`src/rtl/pc_pkg.sv`:
```
// Shared types and constants for the program-counter sequencer.
package pc_pkg;

    typedef enum logic {
        StFetch = 1'b0,
        StIssue = 1'b1
    } state_e;

    localparam logic [1:0] SEL_SEQ = 2'd0;
    localparam logic [1:0] SEL_BR  = 2'd1;
    localparam logic [1:0] SEL_JMP = 2'd2;
    localparam logic [1:0] SEL_INT = 2'd3;

    localparam int unsigned DEF_WIDTH     = 32;
    localparam logic [31:0] DEF_RESET_VEC = 32'h0000_0000;
    localparam logic [31:0] DEF_INT_VEC   = 32'h0000_0080;
    localparam int unsigned DEF_STEP      = 4;

endpackage

```
`src/rtl/pc_next_sel.sv`:
```
// Next-PC candidate generation, select priority and check of the external
// mux result against the selected candidate.
module pc_next_sel
    import pc_pkg::*;
#(
    parameter int unsigned      WIDTH   = DEF_WIDTH,
    parameter logic [WIDTH-1:0] INT_VEC = WIDTH'(DEF_INT_VEC),
    parameter int unsigned      STEP    = DEF_STEP
) (
    input  logic             active_i,
    input  logic             int_i,
    input  logic             jump_i,
    input  logic             branch_i,
    input  logic             zero_i,
    input  logic [WIDTH-1:0] pc_i,
    input  logic [WIDTH-1:0] imm_i,
    input  logic [WIDTH-1:0] jtarget_i,
    input  logic [WIDTH-1:0] mux_z_i,
    output logic [WIDTH-1:0] a0_o,
    output logic [WIDTH-1:0] a1_o,
    output logic [WIDTH-1:0] a2_o,
    output logic [WIDTH-1:0] a3_o,
    output logic [1:0]       sel_o,
    output logic             mismatch_o
);

    logic [WIDTH-1:0] expected;

    always_comb begin
        a0_o = pc_i + WIDTH'(STEP);
        a1_o = pc_i + WIDTH'(STEP) + imm_i;
        a2_o = jtarget_i;
        a3_o = INT_VEC;

        // Select is only meaningful while an instruction is issuing.
        sel_o = SEL_SEQ;
        if (active_i) begin
            if (int_i) begin
                sel_o = SEL_INT;
            end else if (jump_i) begin
                sel_o = SEL_JMP;
            end else if (branch_i && zero_i) begin
                sel_o = SEL_BR;
            end
        end

        expected = a0_o;
        unique case (sel_o)
            SEL_SEQ: expected = a0_o;
            SEL_BR:  expected = a1_o;
            SEL_JMP: expected = a2_o;
            SEL_INT: expected = a3_o;
        endcase

        // Case inequality so an X/Z on the mux output is flagged too.
        mismatch_o = (mux_z_i !== expected);
    end

endmodule

```
`src/rtl/pc_sequencer.sv`:
```
// Fetch/issue sequencer: fetches over req/ack, drives next-PC candidates to
// an external 4:1 mux and registers its result as the new PC.
module pc_sequencer
    import pc_pkg::*;
#(
    parameter int unsigned      WIDTH     = DEF_WIDTH,
    parameter logic [WIDTH-1:0] RESET_VEC = WIDTH'(DEF_RESET_VEC),
    parameter logic [WIDTH-1:0] INT_VEC   = WIDTH'(DEF_INT_VEC),
    parameter int unsigned      STEP      = DEF_STEP
) (
    input  logic             clk_i,
    input  logic             reset_ni,
    output logic             imem_req_o,
    output logic [WIDTH-1:0] imem_addr_o,
    input  logic             imem_ack_i,
    input  logic [31:0]      imem_rdata_i,
    output logic [31:0]      ins_o,
    output logic             ins_valid_o,
    input  logic             stall_i,
    input  logic             branch_i,
    input  logic             zero_i,
    input  logic             jump_i,
    input  logic [WIDTH-1:0] imm_i,
    input  logic [WIDTH-1:0] jtarget_i,
    input  logic             int_req_i,
    output logic [WIDTH-1:0] mux_a0_o,
    output logic [WIDTH-1:0] mux_a1_o,
    output logic [WIDTH-1:0] mux_a2_o,
    output logic [WIDTH-1:0] mux_a3_o,
    output logic [1:0]       mux_c_o,
    input  logic [WIDTH-1:0] mux_z_i,
    output logic [WIDTH-1:0] pc_o,
    output logic             mux_err_o
);

    state_e           state_q, state_d;
    logic [WIDTH-1:0] pc_q, pc_d;
    logic [31:0]      ins_q, ins_d;
    logic             int_pend_q, int_pend_d;
    logic             err_q, err_d;
    logic             req_en_q;
    logic             issue, fetch_done, update, mismatch;

    // State register.
    always_ff @(posedge clk_i) begin
        if (!reset_ni) begin
            state_q <= StFetch;
        end else begin
            state_q <= state_d;
        end
    end

    // req_en_q keeps imem_req low on the edge that applies reset.
    always_ff @(posedge clk_i) begin
        if (!reset_ni) begin
            pc_q       <= RESET_VEC;
            ins_q      <= '0;
            int_pend_q <= 1'b0;
            err_q      <= 1'b0;
            req_en_q   <= 1'b0;
        end else begin
            pc_q       <= pc_d;
            ins_q      <= ins_d;
            int_pend_q <= int_pend_d;
            err_q      <= err_d;
            req_en_q   <= 1'b1;
        end
    end

    assign issue      = (state_q == StIssue);
    assign fetch_done = (state_q == StFetch) && req_en_q && imem_ack_i;
    assign update     = issue && !stall_i;

    // Next-state logic.
    always_comb begin
        state_d = state_q;
        unique case (state_q)
            StFetch: if (fetch_done) state_d = StIssue;
            StIssue: if (!stall_i)   state_d = StFetch;
        endcase
    end

    // Outputs.
    always_comb begin
        imem_req_o  = (state_q == StFetch) && req_en_q;
        ins_valid_o = issue;
        imem_addr_o = pc_q;
        pc_o        = pc_q;
        ins_o       = ins_q;
        mux_err_o   = err_q;
    end

    pc_next_sel #(
        .WIDTH   (WIDTH),
        .INT_VEC (INT_VEC),
        .STEP    (STEP)
    ) u_next_sel (
        .active_i   (issue),
        .int_i      (int_pend_q | int_req_i),
        .jump_i     (jump_i),
        .branch_i   (branch_i),
        .zero_i     (zero_i),
        .pc_i       (pc_q),
        .imm_i      (imm_i),
        .jtarget_i  (jtarget_i),
        .mux_z_i    (mux_z_i),
        .a0_o       (mux_a0_o),
        .a1_o       (mux_a1_o),
        .a2_o       (mux_a2_o),
        .a3_o       (mux_a3_o),
        .sel_o      (mux_c_o),
        .mismatch_o (mismatch)
    );

    // Datapath next values.
    always_comb begin
        pc_d  = update ? mux_z_i : pc_q;
        ins_d = fetch_done ? imem_rdata_i : ins_q;
        err_d = err_q | (update & mismatch);
        // A request arriving in the take cycle is consumed by that take.
        if (update && mux_c_o == SEL_INT) begin
            int_pend_d = 1'b0;
        end else begin
            int_pend_d = int_pend_q | int_req_i;
        end
    end

endmodule

```
`config.mk`:
```
export PLATFORM = sky130hd
export DESIGN_NAME = pc_sequencer
export DESIGN_NICKNAME = d
export VERILOG_FILES = /design/src/rtl/pc_pkg.sv /design/src/rtl/pc_next_sel.sv /design/src/rtl/pc_sequencer.sv
export SDC_FILE = /design/constraint.sdc
export NUM_CORES = 1
export LEC_CHECK = 0
export CAP_MARGIN = 30
export CORE_AREA = 2 2 143 145
export DETAILED_ROUTE_END_ITERATION = 12
export DIE_AREA = 0 0 145 147
export PLACE_DENSITY = 0.85
export SYNTH_ARGS = -nofsm -noshare
export SYNTH_HDL_FRONTEND = slang
export SYNTH_SLANG_ARGS = --single-unit
export TNS_END_PERCENT = 30
```
`constraint.sdc`:
```
create_clock -name clk_i -period 6 [get_ports clk_i]
set_input_delay 1.2 -clock clk_i [delete_from_list [all_inputs] [get_ports clk_i]]
set_output_delay 1.2 -clock clk_i [all_outputs]
set_load 0.1 [all_outputs]
```
==> flow_summary.yaml <==
final_layout:
  final_nets: 1421
  most-common-layout-cells: "sky130_fd_sc_hd__clkdlybuf4s50_1 (298), sky130_fd_sc_hd__nand2_1 (201), sky130_fd_sc_hd__a21boi_0 (66), sky130_fd_sc_hd__a21oi_1 (54), sky130_fd_sc_hd__nor2_1 (54)"
  n_fill_cell: 1815
  final_common_cell: "sky130_fd_sc_hd__clkdlybuf4s50_1"
  antennaDiodeCount: 0
  syn_to_layout_area_delta_pct: 55.9
  final_layout_size_suffix_gt1_share_pct: 13.1
  final_cell_count_without_fillers: 1526
  layout.cell_area.non_filler_mm2: 0.0113
critical_path:
  worstSetupStartpointType: "flip-flop"
  critical-path-slowest-cell: "sky130_fd_sc_hd__nor4_4"
  crit_buf_inv: 1
  critPathArrivalTime_ns: 4.53
  critPathRequiredTime_ns: 4.80
  crit_path_cell_trace: "nand3_2 -> nor4_4 -> nand3_1 -> xnor2_4 -> ha_1 -> nand2_1 -> o211ai_1 -> a41o_2 -> and3_1 -> a21boi_4 -> a21oi_2 -> a21oi_1 -> o21bai_1 -> xor2_4 -> buf_12"
  timing_worst_setup_path_type: "reg -> out"
  cpPeakStageDelay_ns: 0.43
  worstPathMaxFanout: 7
  critical_path.top_delay_family: "compound AO/OA/AOI/OAI gates"
  crit_path_end_kind: "output pin"
  setup_crit_start: "imem_addr_o[9]"
  crit-reg2reg-launch: "imem_addr_o[2]"
synth:
  synth_seq_area_share_pct: 18.8
  register_bit_count_reported_by_yosys: 68
  synth_cells: 1004
  synth_warnings: 0
  netlist_area_mm2: 0.00722
  postSynth.asyncResetShare_pct: 0
  ys_types: 82
  top_reg_cell_synth: "sky130_fd_sc_hd__dfxtp_1"
  synth_edf_count: 0
  syn_area_per_cell_um2: 7.20
job:
  cap_violations: 0
timing:
  fin_worst_skew_ns: 0.00740
  total_negative_slack_for_setup_checks_ns: 0
  final-setup-viol-count: 0
  tightest_slew_ns: 1.04
  finalWorstSetupSlack_ns: 0.273
  max_clock_freq_mhz: 175
  unrepaired_setup_endpoints_after_global_routing: "no"
  final_period_minus_worst_setup_slack_ns: 5.73
  slew_limit_fails: 0
  timing.max_slew.rel_slack_pct: 30.7
  finalHoldViolations: 0
  period_share_pct: 95.5
cts:
  cts.htree.levels: 3
  cts_buffers: 9
  cts-root-to-sink-buffers: 2
  post_cts.resized_instances: 0
  cts_tree: "done"
  reg_clk_slew_reported_paths_ns: 0.06
  cts.root.buffer_cell: "sky130_fd_sc_hd__clkbuf_16"
  clock_sink_count: 68
  clk-insertion-delay-late_ns: 0.33
  cts_hold_buffers: 0
drt:
  dr.first_iter.drc_count: 602
  drc: 0
  drtAntennaViolNets: 0
  drt-vias-per-instance: 5.54
  drt-total-wl_um: 30900
  dr.pass1.iters: 8
  detailroute.via_count: 8457
  route.detailed.wl_per_inst_um: 20.3
power_and_ir_drop:
  peakVddDrop_mv: 0.181
  total_leakage_power_nw: 4.41
  pwrdens_mw_per_mm2: 189
place:
  detailed_place_hpwl_um: 25600
  count_of_buffers_from_port_buffering: 332
  dpl_worst_slack_ns: 0.407
  gp_routability_congestion: 0.972
  post-place-cells: 1508
  place_area_mm2: 0.0110
global_route:
  grt_overflow_total: 0
  grt_util_all_layers_pct: 28.0
  grt_max_degree: 39
  grt_pass1_vias: 8337
  antenna_violations_before_repair: 2
  grt_pass1_wl_um: 47000
worst_hold_path:
  hold_path.class: "reg -> reg"
  timing.hold.worst.start: "ins_o[11]"
floorplan:
  coreArea_mm2: 0.0198
  dieHeight_um: 147
  design.portCount: 365
  die_width_um: 145
  initial_core_util_pct: 36.4
  num_rows: 52
  floorplan.die_area_mm2: 0.0213
status:
  status: "finished clean"
[cells in the mapped netlist, drive strengths merged, types with 5 or more instances]
cell type / count / share of area, %
nand3: 36 / 2.5
a221oi: 5 / 0.69
o21ai: 50 / 3.5
nor3: 10 / 0.69
a31oi: 11 / 1.2
o2111ai: 6 / 0.73
ha: 33 / 5.7
or4: 5 / 0.52
nor2b: 9 / 0.78
buf: 109 / 11
xnor2: 48 / 6.1
nor4: 8 / 1.1
a21boi: 67 / 7.0
nand4: 20 / 1.8
inv: 24 / 1.2
clkbuf: 38 / 2.3
and3: 12 / 1.1
dfxtp: 68 / 19
xor2: 23 / 2.8
nand2: 202 / 11
o221ai: 5 / 0.61
a21oi: 58 / 4.2
a22o: 6 / 0.73
nor2: 54 / 2.8
a21o: 12 / 1.3
[metrics by stage]
stage,util (%),total power [mW],hold slack (ns)
floorplan,-,1.32,0.631
global placement,54.5,1.59,0.452
detailed placement,55.2,1.60,0.458
CTS,56.7,2.13,0.464
global route,56.7,2.20,0.485
finish,56.7,2.13,0.459
[final timing paths]
kind                            cells after the start  slack, ns            to
worst min-delay path                                2       0.46     ins_o[11]
worst min register to register                      2       0.46     ins_o[11]
worst max-delay path                               15       0.27  mux_a1_o[29]
worst max register to register                     17       0.92     mux_err_o
[cell families after synthesis]
logic type                 after synthesis  synth area share [%]
AOI/OAI and AO/OA                      271                  26.2
xor gates and xnor gates                71                  8.92
adders and majority gates               34                  5.99
buffers and inverters                  171                  14.7
DFF                                     68                  18.8
muxes                                    7                  1.07
other                                    2                 0.104
and+or+nand+nor                        380                  24.3
[report_power, final]
group / total [mW] / internal [mW] / switching, mW / leakage [nW]
registers: 0.487 / 0.465 / 0.0225 / 0.566
clock network: 0.524 / 0.322 / 0.202 / 0.147
logic: 1.12 / 0.308 / 0.808 / 3.70
[tightest hold or removal path, stage by stage, from the launching register on]
cell	delay (ns)
sky130_fd_sc_hd__dfxtp_1	0.30
sky130_fd_sc_hd__nand2_1	0.04
sky130_fd_sc_hd__a21boi_0	0.06
[state kept, by name (all words and copies together) (netlist names)]
name         count
int_pend_q       1
ins_o           32
ins_valid_o      1
imem_addr_o     32
mux_err_o        1
req_en_q         1
[routing by layer]
metal,global-route usage [%],up-vias,part of all wire (%)
li1,-,3919,-
met1,33.1,3916,38
met2,47.3,517,47
met3,7.80,101,11
met4,13.2,4,4.6
met5,0,-,0.074
[area by class of cell]
cell class	instances	area (um^2)	area share [%]
sequential	68	1420	12.6
clock buffer	10	229	2.03
clock inverter	6	63.8	0.567
tap	270	338	3.00
timing repair buffer	353	3590	31.8
multi-input combinational	795	5540	49.2
inverter	24	90.1	0.800
[what timing repair did]
action                                  CTS  global route
endpoints found under the hold margin     0             0
setup buffers                             0             2
endpoints found under the setup margin    0             1
(Power assumes the default switching activity.)
